### config.mk
export PLATFORM = sky130hd
export DESIGN_NAME = dsp_post_adder
export DESIGN_NICKNAME = d
export VERILOG_FILES = /design/src/rtl/dsp_post_adder.sv
export SDC_FILE = /design/constraint.sdc
export NUM_CORES = 1
export LEC_CHECK = 0
export BUFFER_PORTS_ARGS = -buffer_cell sky130_fd_sc_hd__clkbuf_2
export CELL_PAD_IN_SITES_DETAIL_PLACEMENT = 0
export CELL_PAD_IN_SITES_GLOBAL_PLACEMENT = 2
export CORE_MARGIN = 3
export CORE_UTILIZATION = 30
export CTS_BUF_LIST = sky130_fd_sc_hd__clkbuf_2 sky130_fd_sc_hd__clkbuf_4 sky130_fd_sc_hd__clkbuf_8
export DETAILED_ROUTE_END_ITERATION = 8
export GPL_TIMING_DRIVEN = 0
export PLACE_DENSITY = 0.87
export SYNTH_ARGS = -nofsm -noshare
export SYNTH_HDL_FRONTEND = slang
export SYNTH_SLANG_ARGS = --single-unit
### constraint.sdc
create_clock -name clk -period 4.6 [get_ports clk]
set_clock_uncertainty 0.1 [all_clocks]
set_input_delay 0.23 -clock clk [delete_from_list [all_inputs] [get_ports clk]]
set_output_delay 0.23 -clock clk [all_outputs]
set_load 0.05 [all_outputs]
### src/rtl/dsp_post_adder.sv
// Post-adder stage of a DSP slice: selectable X/Z operands, carry-in,
// add/subtract, optional pipeline registers and a valid pipeline.
// Ports:
//   clk, rstn          clock; asynchronous active-high reset
//   m, c, dab, pcin    multiplier product, C operand, {D,A,B}, cascade in
//   carryin            external carry-in
//   opmode             [1:0] X sel, [3:2] Z sel, [5] carry-in, [7] subtract
//   ce_*               clock enables for the optional registers
//   in_valid           operands valid this cycle
//   p, pcout           result and cascade copy
//   carryout(f)        carry/borrow out and fabric copy
//   out_valid          p/carryout belong to a valid operand set
module dsp_post_adder #(
  parameter int unsigned CREG        = 1,
  parameter int unsigned OPMODEREG   = 1,
  parameter int unsigned CARRYINREG  = 1,
  parameter int unsigned PREG        = 1,
  parameter int unsigned CARRYOUTREG = 1,
  parameter              CARRYINSEL  = "OPMODE5"
) (
  input  logic        clk,
  input  logic        rstn,
  input  logic [35:0] m,
  input  logic [47:0] c,
  input  logic [47:0] dab,
  input  logic [47:0] pcin,
  input  logic        carryin,
  input  logic [7:0]  opmode,
  input  logic        ce_c,
  input  logic        ce_opmode,
  input  logic        ce_carryin,
  input  logic        ce_p,
  input  logic        in_valid,
  output logic [47:0] p,
  output logic [47:0] pcout,
  output logic        carryout,
  output logic        carryoutf,
  output logic        out_valid
);

  localparam int unsigned PW  = 48;
  localparam int unsigned RW  = PW + 1;
  localparam int unsigned OPW = 8;

  localparam bit SEL_OP5 = (CARRYINSEL == "OPMODE5");
  localparam bit SEL_CIN = (CARRYINSEL == "CARRYIN");

  logic [PW-1:0]  c_s;
  logic [OPW-1:0] op_s;
  logic           cin_d;
  logic           cin_s;
  logic           v1_s;
  logic [PW-1:0]  p_fb;
  logic [PW-1:0]  x_mux;
  logic [PW-1:0]  z_mux;
  logic [RW-1:0]  result;

  // Carry-in source; an unrecognised selector forces zero
  assign cin_d = SEL_OP5 ? opmode[5] : (SEL_CIN ? carryin : 1'b0);

  // Stage 1: C, opmode, carry-in and valid registers
  generate
    if (CREG != 0) begin : g_creg
      logic [PW-1:0] c_q;
      always_ff @(posedge clk or posedge rstn) begin
        if (rstn)      c_q <= '0;
        else if (ce_c) c_q <= c;
      end
      assign c_s = c_q;
    end else begin : g_cpass
      assign c_s = c;
    end

    if (OPMODEREG != 0) begin : g_opreg
      logic [OPW-1:0] op_q;
      logic           v1_q;
      always_ff @(posedge clk or posedge rstn) begin
        if (rstn) begin
          op_q <= '0;
          v1_q <= 1'b0;
        end else if (ce_opmode) begin
          op_q <= opmode;
          v1_q <= in_valid;
        end
      end
      assign op_s = op_q;
      assign v1_s = v1_q;
    end else begin : g_oppass
      assign op_s = opmode;
      assign v1_s = in_valid;
    end

    if (CARRYINREG != 0) begin : g_cinreg
      logic cin_q;
      always_ff @(posedge clk or posedge rstn) begin
        if (rstn)            cin_q <= 1'b0;
        else if (ce_carryin) cin_q <= cin_d;
      end
      assign cin_s = cin_q;
    end else begin : g_cinpass
      assign cin_s = cin_d;
    end
  endgenerate

  // Operand muxes and 49-bit add/subtract
  always_comb begin
    x_mux = '0;
    z_mux = '0;
    case (op_s[1:0])
      2'b00:   x_mux = '0;
      2'b01:   x_mux = PW'(m);
      2'b10:   x_mux = p_fb;
      default: x_mux = dab;
    endcase
    case (op_s[3:2])
      2'b00:   z_mux = '0;
      2'b01:   z_mux = pcin;
      2'b10:   z_mux = p_fb;
      default: z_mux = c_s;
    endcase
    if (op_s[7]) result = {1'b0, z_mux} - ({1'b0, x_mux} + RW'(cin_s));
    else         result = {1'b0, z_mux} + {1'b0, x_mux} + RW'(cin_s);
  end

  // Stage 2: P, carry-out and valid registers share ce_p
  generate
    if (PREG != 0) begin : g_preg
      logic [PW-1:0] p_q;
      logic [PW-1:0] p_d;
      logic          v2_q;
      assign p_d = result[PW-1:0];
      always_ff @(posedge clk or posedge rstn) begin
        if (rstn) begin
          p_q  <= '0;
          v2_q <= 1'b0;
        end else if (ce_p) begin
          p_q  <= p_d;
          v2_q <= v1_s;
        end
      end
      assign p         = p_q;
      assign p_fb      = p_q;
      assign out_valid = v2_q;
    end else begin : g_ppass
      // Feedback of P without PREG is illegal; tie it off to avoid a loop
      assign p         = result[PW-1:0];
      assign p_fb      = '0;
      assign out_valid = v1_s;
    end

    if (CARRYOUTREG != 0) begin : g_coreg
      logic co_q;
      always_ff @(posedge clk or posedge rstn) begin
        if (rstn)      co_q <= 1'b0;
        else if (ce_p) co_q <= result[PW];
      end
      assign carryout = co_q;
    end else begin : g_copass
      assign carryout = result[PW];
    end
  endgenerate

  assign pcout     = p;
  assign carryoutf = carryout;

  // Inputs that are legitimately unused in some configurations
  logic unused_c;
  assign unused_c = ^{op_s[6], op_s[4], carryin, ce_c, ce_opmode, ce_carryin,
                      ce_p, clk, rstn};

endmodule

Word level (Yosys, flattened, before mapping)
Cells that the tools add are included.
W data, S select, Z words.
{ "classes": {"n_addsub": 4, "n_eq_ne": 4, "muxes": 3, "n_reduce_logical": 2} }
{ "op_table": {"columns": ["operator", "n"], "rows": [
  ["$pmux W48 S3", 2],
  ["$add A48 B1 Y49", 1],
  ["$add A48 B48 Y49", 1],
  ["$add A49 B1 Y49", 1],
  ["$mux W49", 1],
  ["$sub A48 B49 Y49", 1],
  ["$eq A2 B1 Y1 const B", 2],
  ["$eq A2 B2 Y1 const B", 2],
  ["$logic_not A2 Y1", 2]
]} }
{ "word_totals": {"register_bits": 108, "inputBits": 196} }

Longest topological paths before layout
Gate-level depths: netlist of run 1.
{ "logic_depth": {"depth_word": 5, "depth_mapped": 20, "ltp_nobuf": 18} }

Worst setup path after synthesis of run 1
No wires, ideal clock.
{ "synth_timing": {"path_type": "register to register", "from": "register g_opreg.op_q[3]", "to": "register g_coreg.co_q, in the netlist carryout", "setup_ns": 0.126, "arrival_time_ns": 4.503, "t_required_ns": 4.374, "slack_ns": -0.129, "path_stages_with_launch": 17, "n_path_buf": 3, "period_less_slack_ns": 4.729, "path_cell_list": "dfrtp_1 -> buf_1 -> clkbuf_1 -> mux2_2 -> a22o_1 -> ha_1 -> ha_1 -> clkbuf_1 -> and3_1 -> nand2_1 -> nor3_1 -> a31oi_1 -> o31a_1 -> o41ai_2 -> a211oi_1 -> xor2_1 -> a221o_1"} }
{ "synth_between": {"elab_chain_cells": 5, "word_cells_on_any_way": 8} }
{ "synth_rtl": {"columns": ["item", "line", "text"], "rows": [
  ["start, declared", "75", "logic [OPW-1:0] op_q;"],
  ["start signal, assigned", "82", "op_q <= opmode;"],
  ["$eq A2 B2 Y1, or another cell as far along", "115", "case (op_s[3:2])"],
  ["$pmux W48 S3 (*)", "115", null],
  ["$add A48 B48 Y49", "122", "else result = {1'b0, z_mux} + {1'b0, x_mux} + RW'(cin_s);"],
  ["$add A49 B1 Y49", "122", null],
  ["$mux W49 (*)", "121", "if (op_s[7]) result = {1'b0, z_mux} - ({1'b0, x_mux} + RW'(cin_s));"],
  ["end signal, assigned", "155", "else if (ce_p) co_q <= result[PW];"],
  ["end, declared", "152", "logic co_q;"]
]} }
Mark *: on every way between the ends. The rest lies on a longest branch, timed or not.
A chain may end at the register's enable or synchronous reset.

Worst setup path after layout of run 1
{ "layout_timing": {"from": "register g_opreg.op_q[1]", "to": "register g_preg.p_q[42], in the netlist p[42]"} }
{ "layout_between": {"elab_chain_cells": 5, "word_cells_on_any_way": 9} }
{ "layout_rtl": {"columns": ["item", "line", "text"], "rows": [
  ["$eq A2 B2 Y1, or another cell as far along", "109", "case (op_s[1:0])"],
  ["$pmux W48 S3 (*)", "109", null],
  ["$add A48 B48 Y49 or $add A48 B1 Y49 (tied branches)", "122, 121", null],
  ["$add A49 B1 Y49 or $sub A48 B49 Y49 (tied branches)", "122, 121", null],
  ["$mux W49 (*)", "121", null],
  ["end signal, assigned", "137", "p_q <= p_d;"],
  ["end, declared", "128", "logic [PW-1:0] p_q;"]
]} }
Marked as above.

==> results.md, run 1 <==
* Sink Count at 105
* Wire per inst at 20.5 µm
* Most common cell after layout, fill and taps aside: clkbuf_2
* Detailed Route WL at 49.4 mm
* Power per Cell Area at 669 mW/mm²
* Setup crit end kind: flip-flop
* Max-slew violations at 0
* Post-synth top area cell: dfrtp_1
* Worst vdd ir at 0.337 mV
* Hold WC Path Type: in2reg
* First DRT Iteration DRCs at 746
* Worst-path clk slew at 0.14 ns
* Gr usage total at 0.213
* Die extent in x at 211 µm
* Most used DFF post-synth: dfrtp_1
* Top cell type's share of synthesized area at 0.209
* Clk_lat worst skew at 0.46 ns
* CTS H-tree depth at 3
* Die height at 211 µm
* Switching Fraction at 0.561
* Crit Path Class: reg2reg
* Worst setup SP type: flip-flop
* Internal power at 0.00495 W
* Routability cong. at 0.887
* Logic gate share of total power at 0.800
* Post-synth EDFFs at 0
* Reg power frac at 0.142
* Initial core utilization at 0.306
* # DRC at 0
* Most frequent cells in the layout: clkbuf_2, mux2_2, a21oi_1
* CTS tree: yes
* Number of top-level pins at 295
* Pin count of the biggest net entering global routing at 66
* DIE AREA at 0.0444 mm²
* Worst Tran Pin Value at 1.09 ns
* Unrepaired setup endpoints after global routing: yes
* Reg2reg start: g_opreg.op_q[1]
* Post-route design area at 0.0169 mm²
* Leakage dissipation at 7.93 nW
* Final setup fails at 2
* Via density at 5.23
* # Max-Cap Violations at 0
* Share of synthesized registers carrying an async set or reset at 1.00
* Worst-path maximum fanout at 4
* CTS Buf Count at 9
* Syn-to-layout area delta at 34.0%
* Failing checks: negative setup slack
* Largest cells by area after synthesis: dfrtp_1, ha_1, mux2_2, a22o_1, a21oi_1
* Fmax at 0.214 GHz
* Slew HR at 0.271
* Mapped Cells at 1,480
* Sw power at 0.00633 W
* Register area share after synthesis at 0.209
* Gr ovfl total at 0
* IO buf count at 288
* Row count at 74
* Final Cycle Share at 1.02
* TNS Setup at -0.0877 ns
* Final hold violations at 0
* Vias in the first global route at 12,354
* Final Net Count at 2,213
* Yosys Warn Count at 0
* Final ANT Viol Nets at 0
* Yosys reg bits at 105
* Core area at 0.0411 mm²
* Cell variety after synth at 74
* Root Buffer: clkbuf_8
* Mean post-synth cell area at 8.50 µm²
* Hold Path Origin: ce_p
* First-pass iteration count of the detailed router at 5
* Post-Syn Area at 0.0126 mm²
* Final WS setup at -0.0793 ns
* Syn Nets at 1,818
* Clock Power Share at 0.058
* CP arrival at 4.99 ns
* Cell Area, Placed at 0.0147 mm²
* CP required at 4.91 ns
* CTS Buffer Depth at 2
* Initial antenna violation count at 1
* Tmin final at 4.68 ns
* Layout cells sized above 1 at 0.368
* HPWL Detailed at 37.9 mm
* Worst Setup SP: g_opreg.op_q[1]
* Vias after detailed routing at 12,622
* First-pass GRT wire length at 73.2 mm
* Status: finished with violations
==> layer usage <==
layer	track usage	vias to the layer above	share of wire
met5	0	-	0
met4	0.0513	0	0.017
met3	0.0284	49	0.049
met2	0.362	360	0.48
met1	0.288	6123	0.46
li1	-	6090	-
==> path summary, 6_finish.rpt <==
check | to | slack, ns | depth (start not counted)
max | p[42] | -0.08 | 18
min | p[15] | 0.17 | 3
max reg2reg | p[42] | -0.08 | 18
min reg2reg | c_s[23] | 0.41 | 1
max in group asynchronous | c_s[17] | 3.44 | 4
min in group asynchronous | c_s[40] | 0.21 | 3
==> final cells by class <==
| cell class | instances | area (µm²) |
|---|---|---|
| Tap cell | 532 | 666 |
| Clock inverter | 4 | 35.0 |
| Multi-Input combinational cell | 1135 | 9690 |
| Fill cell | 4235 | 24200 |
| Buffer | 125 | 865 |
| Timing Repair Buffer | 390 | 2400 |
| Antenna cell | 2 | 5.00 |
| Sequential cell | 105 | 2630 |
| Clock buffer | 12 | 159 |
| Inverter | 109 | 414 |
==> what timing repair did <==
action                                  4_1_cts  5_1_grt
buffers inserted                             22       22
resized for setup                           130      116
gates cloned                                  0        1
hold buffers                                 57        0
endpoints found under the setup margin       35       24
endpoints found under the hold margin        95        0
pin swaps                                    31       45
==> logic make-up after synthesis <==
family	synth area share
and+or+nand+nor	0.115
xor gates and xnor gates	0.0598
adders and majority gates	0.145
AOI/OAI and AO/OA	0.243
buffers and inverters	0.0871
DFF	0.209
muxes	0.142
==> worst max-delay path: stages, from the launching register on <==
cell and delay [ns]:
dfrtp_2 0.51, mux2_4 0.32, a22o_4 0.28, xor2_1 0.15
ha_2 0.17, o21bai_4 0.18, fa_2 0.40, o211ai_1 0.27
nand4b_1 0.25, a211oi_4 0.35, o21ai_4 0.11, a31oi_4 0.19
o31a_1 0.32, buf_4 0.17, o21ai_2 0.07, a221oi_2 0.33
nand4b_1 0.14, o211ai_1 0.16, o22a_1 0.16
==> registers in the layout, summed over array words and instances (netlist names) <==
name / flops
carryout: 1
cin_s: 1
p: 48
out_valid: 1
g_opreg.v1_q: 1
g_opreg.op_q: 5
c_s: 48
==> power groups by stage <==
stage	sequential (W)	clock (W)	combinational [W]
final	0.00160	0.000660	0.00902
after global routing	0.00165	0.000723	0.00972
after CTS	0.00160	0.000690	0.00848
after detailed placement	0.00162	0	0.00791
after global placement	0.00160	0	0.00791
after floorplan	0.00221	0	0.00541
==> synth_stat cells, drive strengths merged (37+ instances only) <==
library cell    n
o21ai          62
nand2          72
a21oi         136
a22o           84
inv           109
a21o           44
clkbuf         69
xor2           37
nor2          104
dfrtp         105
mux2          144
xnor2          49
ha            140
buf            62
==> through the flow <==
step           worst slack, ns  std cells  power, W  hold slack (ns)   util
5_1_grt                 -0.165       2412    0.0121            0.190  0.410
2_1_floorplan           0.0213       1480   0.00762            0.282      -
6_report               -0.0793       2414    0.0113            0.168  0.410
3_5_place_dp             -1.57       2301   0.00953            0.181  0.358
4_1_cts                -0.0944       2393    0.0108            0.150  0.394
3_3_place_gp             -1.49       2300   0.00951            0.363  0.357
No activity file was read; power rests on OpenSTA's default activity.
==> run 2, diff against run 1 <==
--- a/config.mk
+++ b/config.mk
@@ -14,6 +14,7 @@
 export DETAILED_ROUTE_END_ITERATION = 8
 export GPL_TIMING_DRIVEN = 0
 export PLACE_DENSITY = 0.87
+export SETUP_SLACK_MARGIN = 0.5
 export SYNTH_ARGS = -nofsm -noshare
 export SYNTH_HDL_FRONTEND = slang
 export SYNTH_SLANG_ARGS = --single-unit
==> run 2 against run 1 <==
  * Cell count rose by 1.9%
  * The run now ends clean
  * Sequential share of layout area fell by 0.79 points
  * Worst setup slack improved by 0.11 ns
  * Via count rose by 1.8%
  * Register-to-register slack improved by 0.11 ns
  * Sequential cell count did not move
  * Routed wire length barely moved
  * Clock power rose by 3.9%
  * Utilization rose by 2.2 points
==> results.md, run 2 (synthesis results as in run 1) <==
* Status: complete, no violations
* Initial core utilization at 0.306
* Final hold violations at 0
* Layout cells sized above 1 at 0.418
* First-pass GRT wire length at 73.7 mm
* Worst-path maximum fanout at 5
* CP required at 4.89 ns
* TNS Setup at 0 ns
* Worst Tran Pin Value at 0.999 ns
* Worst hold margin at 0.203 ns
* First DRT Iteration DRCs at 744
* Syn-to-layout area delta at 41.2%
* # DRC at 0
* Gr usage total at 0.213
* Layout Cells excl Fill at 2,460
* Initial antenna violation count at 0
* Cell Area, Placed at 0.0150 mm²
* Most common cell after layout, fill and taps aside: clkbuf_2
* Leakage dissipation at 8.32 nW
* Root Buffer: clkbuf_8
* Detailed Route WL at 49.4 mm
* WL met3 at 2.47 mm
* Max-slew violations at 0
* Worst setup SP type: flip-flop
* First-pass iteration count of the detailed router at 5
* Final ANT Viol Nets at 0
* DR top layer: met4
* Final Cycle Share at 0.994
* Row count at 74
* Hold WC Path Type: in2reg
* Gr ovfl total at 0
* Worst-path clk slew at 0.13 ns
* Wire per inst at 20.1 µm
* Via density at 5.22
* Vias after detailed routing at 12,844
* M1 WL at 22.2 mm
* Sink Count at 105
* Number of top-level pins at 295
* Top delay family on crit path: compound AO/OA/AOI/OAI gates
* Unrepaired setup endpoints after global routing: yes
* Most frequent cells in the layout: clkbuf_2, mux2_2, buf_4
* Die height at 211 µm
* Core area at 0.0411 mm²
* Final setup fails at 0
* Critical path buffers and inverters at 1
* CTS Buf Count at 9
* CTS H-tree depth at 3
* Placed cell count at 2,301
* ANT cells at 0
* Fill count at 4,125
* Pin count of the biggest net entering global routing at 63
* Max incr delay on CP at 0.51 ns
* Worst-path cell chain: mux2_4 -> a22o_4 -> xor2_2 -> ha_2 -> o21bai_4 -> fa_2 -> o211ai_1 -> nand4b_1 -> a211oi_4 -> o21ai_2 -> a31oi_4 -> o31a_1 -> buf_6 -> o21ai_4 -> a221oi_2 -> nand4b_1 -> o211ai_1 -> o22a_1
* # Max-Cap Violations at 0
* Die extent in x at 211 µm
* IO buf count at 288
* Worst vdd ir at 0.375 mV
* Crit Path Class: reg2reg
* HPWL Detailed at 37.7 mm
* Setup crit end kind: flip-flop
* Slowest cell on the critical path: dfrtp_2
* Clk_lat worst skew at 0.44 ns
* Met2 wire len at 23.7 mm
* Power per Cell Area at 681 mW/mm²
* Final Net Count at 2,261
* CTS Buffer Depth at 2
* Fmax at 0.219 GHz
* DIE AREA at 0.0444 mm²
* Tmin final at 4.57 ns
* Post-route design area at 0.0178 mm²
* Routability cong. at 0.893
* Final Total Pwr at 0.0121 W
* CP arrival at 4.86 ns
* CTS tree: yes
* Vias in the first global route at 12,946
* Slew HR at 0.334
## run 2: cell types whose count changed in the layout (fill, tap and decap cells not counted), moves of 8 or more
cell,previous run,this run
buf_4,92,118
a21oi_1,128,116
clkbuf_1,35,27
o21ai_0,50,37
buf_6,8,23
a21oi_2,7,16
clkbuf_2,296,304
## run 2: what timing repair did
action | in CTS | in global routing
pin swaps | 53 | 86
gates resized for setup | 164 | 168
setup buffers | 48 | 38
hold buffers | 57 | 0
endpoints found under the setup margin | 39 | 35
endpoints found under the hold margin | 98 | 0
## run 2: path summary, 6_finish.rpt
| kind | from | depth (start not counted) | slack, ns | endpoint |
|---|---|---|---|---|
| worst max-delay path | g_opreg.op_q[1] | 18 | 0.03 | p[42] |
| worst min-delay path | ce_p | 3 | 0.20 | p[15] |
| worst max register to register | g_opreg.op_q[1] | 18 | 0.03 | p[42] |
| worst min register to register | c_s[37] | 1 | 0.41 | c_s[37] |
| max in group asynchronous | rstn | 4 | 3.43 | c_s[23] |
| min in group asynchronous | rstn | 3 | 0.24 | cin_s |
## run 2: final cells by class
| type | count | area (µm²) | area share |
|---|---|---|---|
| multi-input combinational | 1135 | 10100 | 0.568 |
| clock inverter | 4 | 52.6 | 0.00296 |
| inverter | 109 | 414 | 0.0233 |
| buffer | 131 | 986 | 0.0555 |
| clock buffer | 12 | 153 | 0.00859 |
| sequential | 105 | 2630 | 0.148 |
| timing repair buffer | 432 | 2770 | 0.156 |
| tap | 532 | 666 | 0.0375 |
## run 2: metrics by stage
stage                     utilization  worst slack, ns
after floorplan                     -            0.488
after global placement          0.364            -1.11
after detailed placement        0.365            -1.14
after CTS                       0.410          -0.0391
after global routing            0.432          -0.0755
final                           0.432           0.0282
## run 2: worst register-to-register path, stage by stage (launching register included)
cell and delay, ns:
dfrtp_2 0.51, mux2_4 0.34, a22o_4 0.28, xor2_2 0.15, ha_2 0.17, o21bai_4 0.18, fa_2 0.38, o211ai_1 0.27
nand4b_1 0.22, a211oi_4 0.30, o21ai_2 0.12, a31oi_4 0.22, o31a_1 0.31, buf_6 0.15, o21ai_4 0.07, a221oi_2 0.31
nand4b_1 0.15, o211ai_1 0.13, o22a_1 0.17
## run 2: report_power, final
group	switching [W]	internal [W]	total [W]
registers	0.000429	0.00119	0.00162
logic	0.00578	0.00402	0.00980
clock network	0.000406	0.000280	0.000686
total	0.00661	0.00549	0.0121
## run 2: layer usage
metal  GRT usage  up-vias
li1            -     6167
met1       0.282     6256
met2       0.361      365
met3      0.0321       56
met4      0.0612        0
met5           0        -
==> run 3, diff against run 2 <==
--- a/config.mk
+++ b/config.mk
@@ -5,15 +5,17 @@
 export SDC_FILE = /design/constraint.sdc
 export NUM_CORES = 1
 export LEC_CHECK = 0
+export ABC_AREA = 1
 export BUFFER_PORTS_ARGS = -buffer_cell sky130_fd_sc_hd__clkbuf_2
 export CELL_PAD_IN_SITES_DETAIL_PLACEMENT = 0
 export CELL_PAD_IN_SITES_GLOBAL_PLACEMENT = 2
 export CORE_MARGIN = 3
-export CORE_UTILIZATION = 30
+export CORE_UTILIZATION = 27
 export CTS_BUF_LIST = sky130_fd_sc_hd__clkbuf_2 sky130_fd_sc_hd__clkbuf_4 sky130_fd_sc_hd__clkbuf_8
 export DETAILED_ROUTE_END_ITERATION = 8
 export GPL_TIMING_DRIVEN = 0
-export PLACE_DENSITY = 0.87
+export PLACE_DENSITY = 0.86
+export RECOVER_POWER = 50
 export SETUP_SLACK_MARGIN = 0.5
 export SYNTH_ARGS = -nofsm -noshare
 export SYNTH_HDL_FRONTEND = slang
==> run 3 against run 2 <==
  * The flow now finishes with violations (max-capacitance violations, max-slew violations)
  * Via count increased by 39%
  * Register-to-register slack improved by 0.59 ns
  * Clock-buffer cell count decreased by 3
  * First-iteration DRC count increased by 100%
  * Global-route usage increased by 6.7 points
  * Combinational power increased by 10%
  * Largest cell class unchanged
==> results.md, run 3 <==
* Status: finished with violations
* Failing checks: max-capacitance violations, max-slew violations
* CP required at 4.91 ns
* Yosys reg bits at 105
* Compound-Gate Fraction of Synth Area at 0.223
* Gr usage total at 0.280
* Top delay family on crit path: simple AND/OR/NAND/NOR gates
* Post-route design area at 0.0193 mm²
* Final Net Count at 3,075
* Largest family of logic cells by synthesized area: simple AND/OR/NAND/NOR gates
* Clock Power Share at 0.052
* R2R depth at 19
* Largest cells by area after synthesis: dfrtp_1, nand2_1, ha_1, inv_1, a21oi_1
* DIE AREA at 0.0555 mm²
* Switching Fraction at 0.629
* Slew HR at -0.375
* Max incr delay on CP at 0.43 ns
* CP arrival at 4.29 ns
* IO buf count at 290
* Sink Count at 105
* Count leader, synth: nand2_1
* Most used DFF post-synth: dfrtp_1
* Vias in the first global route at 17,567
* Terminus of the critical flop-to-flop path: p[29]
* Worst Setup SP: g_opreg.op_q[0]
* CTS H-tree depth at 3
* Synth Area in Simple Gates at 0.285
* First DRT Iteration DRCs at 1,490
* CTS Buf Count at 9
* Core area at 0.0517 mm²
* Register area share after synthesis at 0.185
* Row count at 83
* Adder-Cell Fraction of Synth Area at 0.126
* Reg power frac at 0.117
* Slowest cell on the critical path: dfrtp_1
* Synth top cells by count: nand2_1, inv_1, nor2_1
* # DRC at 0
* Sw power at 0.00821 W
* First-pass iteration count of the detailed router at 7
* Setup crit end kind: flip-flop
* Cell Area, Placed at 0.0166 mm²
* Initial core utilization at 0.275
* Final setup fails at 0
* Critical path buffers and inverters at 5
* Vias after detailed routing at 17,901
* Reg2reg start: g_opreg.op_q[0]
* Worst-path clk slew at 0.14 ns
* Yosys Warn Count at 0
* Fill count at 5,748
* Post-synthesis xor/xnor area fraction at 0.0105
* Layout Utilization at 0.374
* Cell variety after synth at 46
* Mean post-synth cell area at 6.09 µm²
* R2R Setup Slk at 0.62 ns
* Syn Nets at 2,673
* Worst Tran Pin Value at 2.06 ns
* Worst vdd ir at 0.481 mV
* Post-synth EDFFs at 0
* Tmin final at 3.98 ns
* Final Cycle Share at 0.866
* Pin count of the biggest net entering global routing at 73
* Detailed Route WL at 81.2 mm
* Layout cells sized above 1 at 0.265
* # Max-Cap Violations at 2
* Hold WC Path Type: in2reg
* Gr ovfl total at 0
* Syn-to-layout area delta at 35.8%
* Max-slew violations at 108
* CTS tree: yes
* First-pass GRT wire length at 115 mm
* Hold Crit Endpoint: p[0]
* Mapped Cells at 2,335
* Die extent in x at 236 µm
* Most frequent cells in the layout: nand2_1, inv_1, clkbuf_2
* Clk_lat worst skew at 0.48 ns
* Via density at 5.23
* Die height at 236 µm
* Crit Path Class: reg2reg
* Post-synth top area cell: dfrtp_1
* Worst-path maximum fanout at 10
* CTS Buffer Depth at 2
* Internal power at 0.00484 W
* Most common cell after layout, fill and taps aside: nand2_1
* Initial antenna violation count at 1
* Worst setup SP type: flip-flop
* Final hold violations at 0
* Post-Syn Area at 0.0142 mm²
* Power per Cell Area at 675 mW/mm²
* Logic gate share of total power at 0.831
* Unrepaired setup endpoints after global routing: yes
* Routability cong. at 0.995
* Fmax at 0.251 GHz
* Share of synthesized registers carrying an async set or reset at 1.00
* Worst-path cell chain: buf_6 -> nor2_4 -> clkinvlp_4 -> buf_12 -> clkbuf_16 -> o211ai_1 -> ha_2 -> ha_4 -> nand2_4 -> inv_4 -> nand3_4 -> o21ai_4 -> nand3_2 -> nand2_4 -> nand2_1 -> a21oi_1 -> nand3b_1 -> nand3_2 -> nand2_1
* Final Total Pwr at 0.0131 W
* Number of top-level pins at 295
* TNS Setup at 0 ns
* Mux cell area share after synthesis at 0.0285
* Root Buffer: clkbuf_8
* HPWL Detailed at 68.1 mm
* Hold Path Cell Cnt at 6
* Hold Path Origin: pcin[0]
* Wire per inst at 23.7 µm
* Leakage dissipation at 9.09 nW
* Top cell type's share of synthesized area at 0.185
* Final ANT Viol Nets at 0
-- run 3: changes by cell type after synthesis, sizes merged, moves of 66 or more --
cell	change
nand2	+478
inv	+271
nand3	+113
a22o	-76
mux2	-108
nor2	+148
o21ai	+130
a21oi	+66
-- run 3: cell families after synthesis --
| family | after synthesis |
|---|---|
| fa+ha+maj | 142 |
| mux | 36 |
| compound gates | 554 |
| buf+inv | 491 |
| simple gates | 990 |
| flops | 105 |
| xor+xnor | 17 |
-- run 3: power groups by stage --
| stage | sequential (W) | combinational (W) | clock [W] |
|---|---|---|---|
| finish | 0.00152 | 0.0108 | 0.000680 |
| floorplan | 0.00213 | 0.00549 | 0 |
| CTS | 0.00152 | 0.00961 | 0.000695 |
| global route | 0.00156 | 0.0116 | 0.000722 |
| detailed placement | 0.00153 | 0.00911 | 0 |
| global placement | 0.00153 | 0.00911 | 0 |
-- run 3: what timing repair did --
| item | CTS | global route |
|---|---|---|
| resized for setup | 168 | 266 |
| pin swaps | 14 | 48 |
| hold buffers | 59 | 0 |
| cloned | 1 | 0 |
| buffers inserted | 15 | 25 |
| endpoints found under the hold margin | 88 | 0 |
| setup endpoints to repair | 46 | 34 |
-- run 3: worst max path at each step --
stage / slack (ns) / endpoint / cells past startpoint
2_1_floorplan: 1.11 / p[46] / 17
3_3_place_gp: -1.61 / p[44] / 18
3_5_place_dp: -1.58 / p[44] / 18
4_1_cts: 0.44 / p[47] / 17
5_1_grt: 0.41 / p[28] / 22
6_report: 0.62 / p[29] / 19
-- run 3: final cells by class --
cell class / count / area (µm²) / share of cell area
Antenna cell: 1 / 2.50 / 0.000129
Clock inverter: 7 / 81.3 / 0.00421
Buffer: 110 / 792 / 0.0410
Multi-Input combinational cell: 1739 / 11000 / 0.571
Inverter: 381 / 1450 / 0.0749
Clock buffer: 9 / 124 / 0.00641
Timing Repair Buffer: 391 / 2360 / 0.122
Tap cell: 680 / 851 / 0.0440
Sequential cell: 105 / 2630 / 0.136
-- run 3: per-layer routing --
metal | up-vias | routed length, µm | track usage
li1 | 8415 | - | -
met4 | 0 | 3150 | 0.108
met2 | 664 | 36500 | 0.449
met1 | 8704 | 36800 | 0.387
met5 | - | 0 | 0
met3 | 118 | 4740 | 0.0287
-- run 3: worst register-to-register path: cells and delay by family (launching register included) --
kind	cells	cell delay (ns)
AO/OA/AOI/OAI	3	0.68
flip-flops	1	0.43
buffers and inverters	5	0.72
adder cells (fa/ha/maj)	2	0.67
AND/OR/NAND/NOR	9	1.30
-- run 3: metrics by stage --
stage | instances | setup slack (ns) | hold slack [ns]
after floorplan | 2335 | 1.11 | 0.237
final | 3423 | 0.618 | 0.295
after detailed placement | 3306 | -1.58 | 0.144
after global placement | 3305 | -1.61 | 0.339
after global routing | 3422 | 0.408 | 0.301
after CTS | 3397 | 0.436 | 0.151
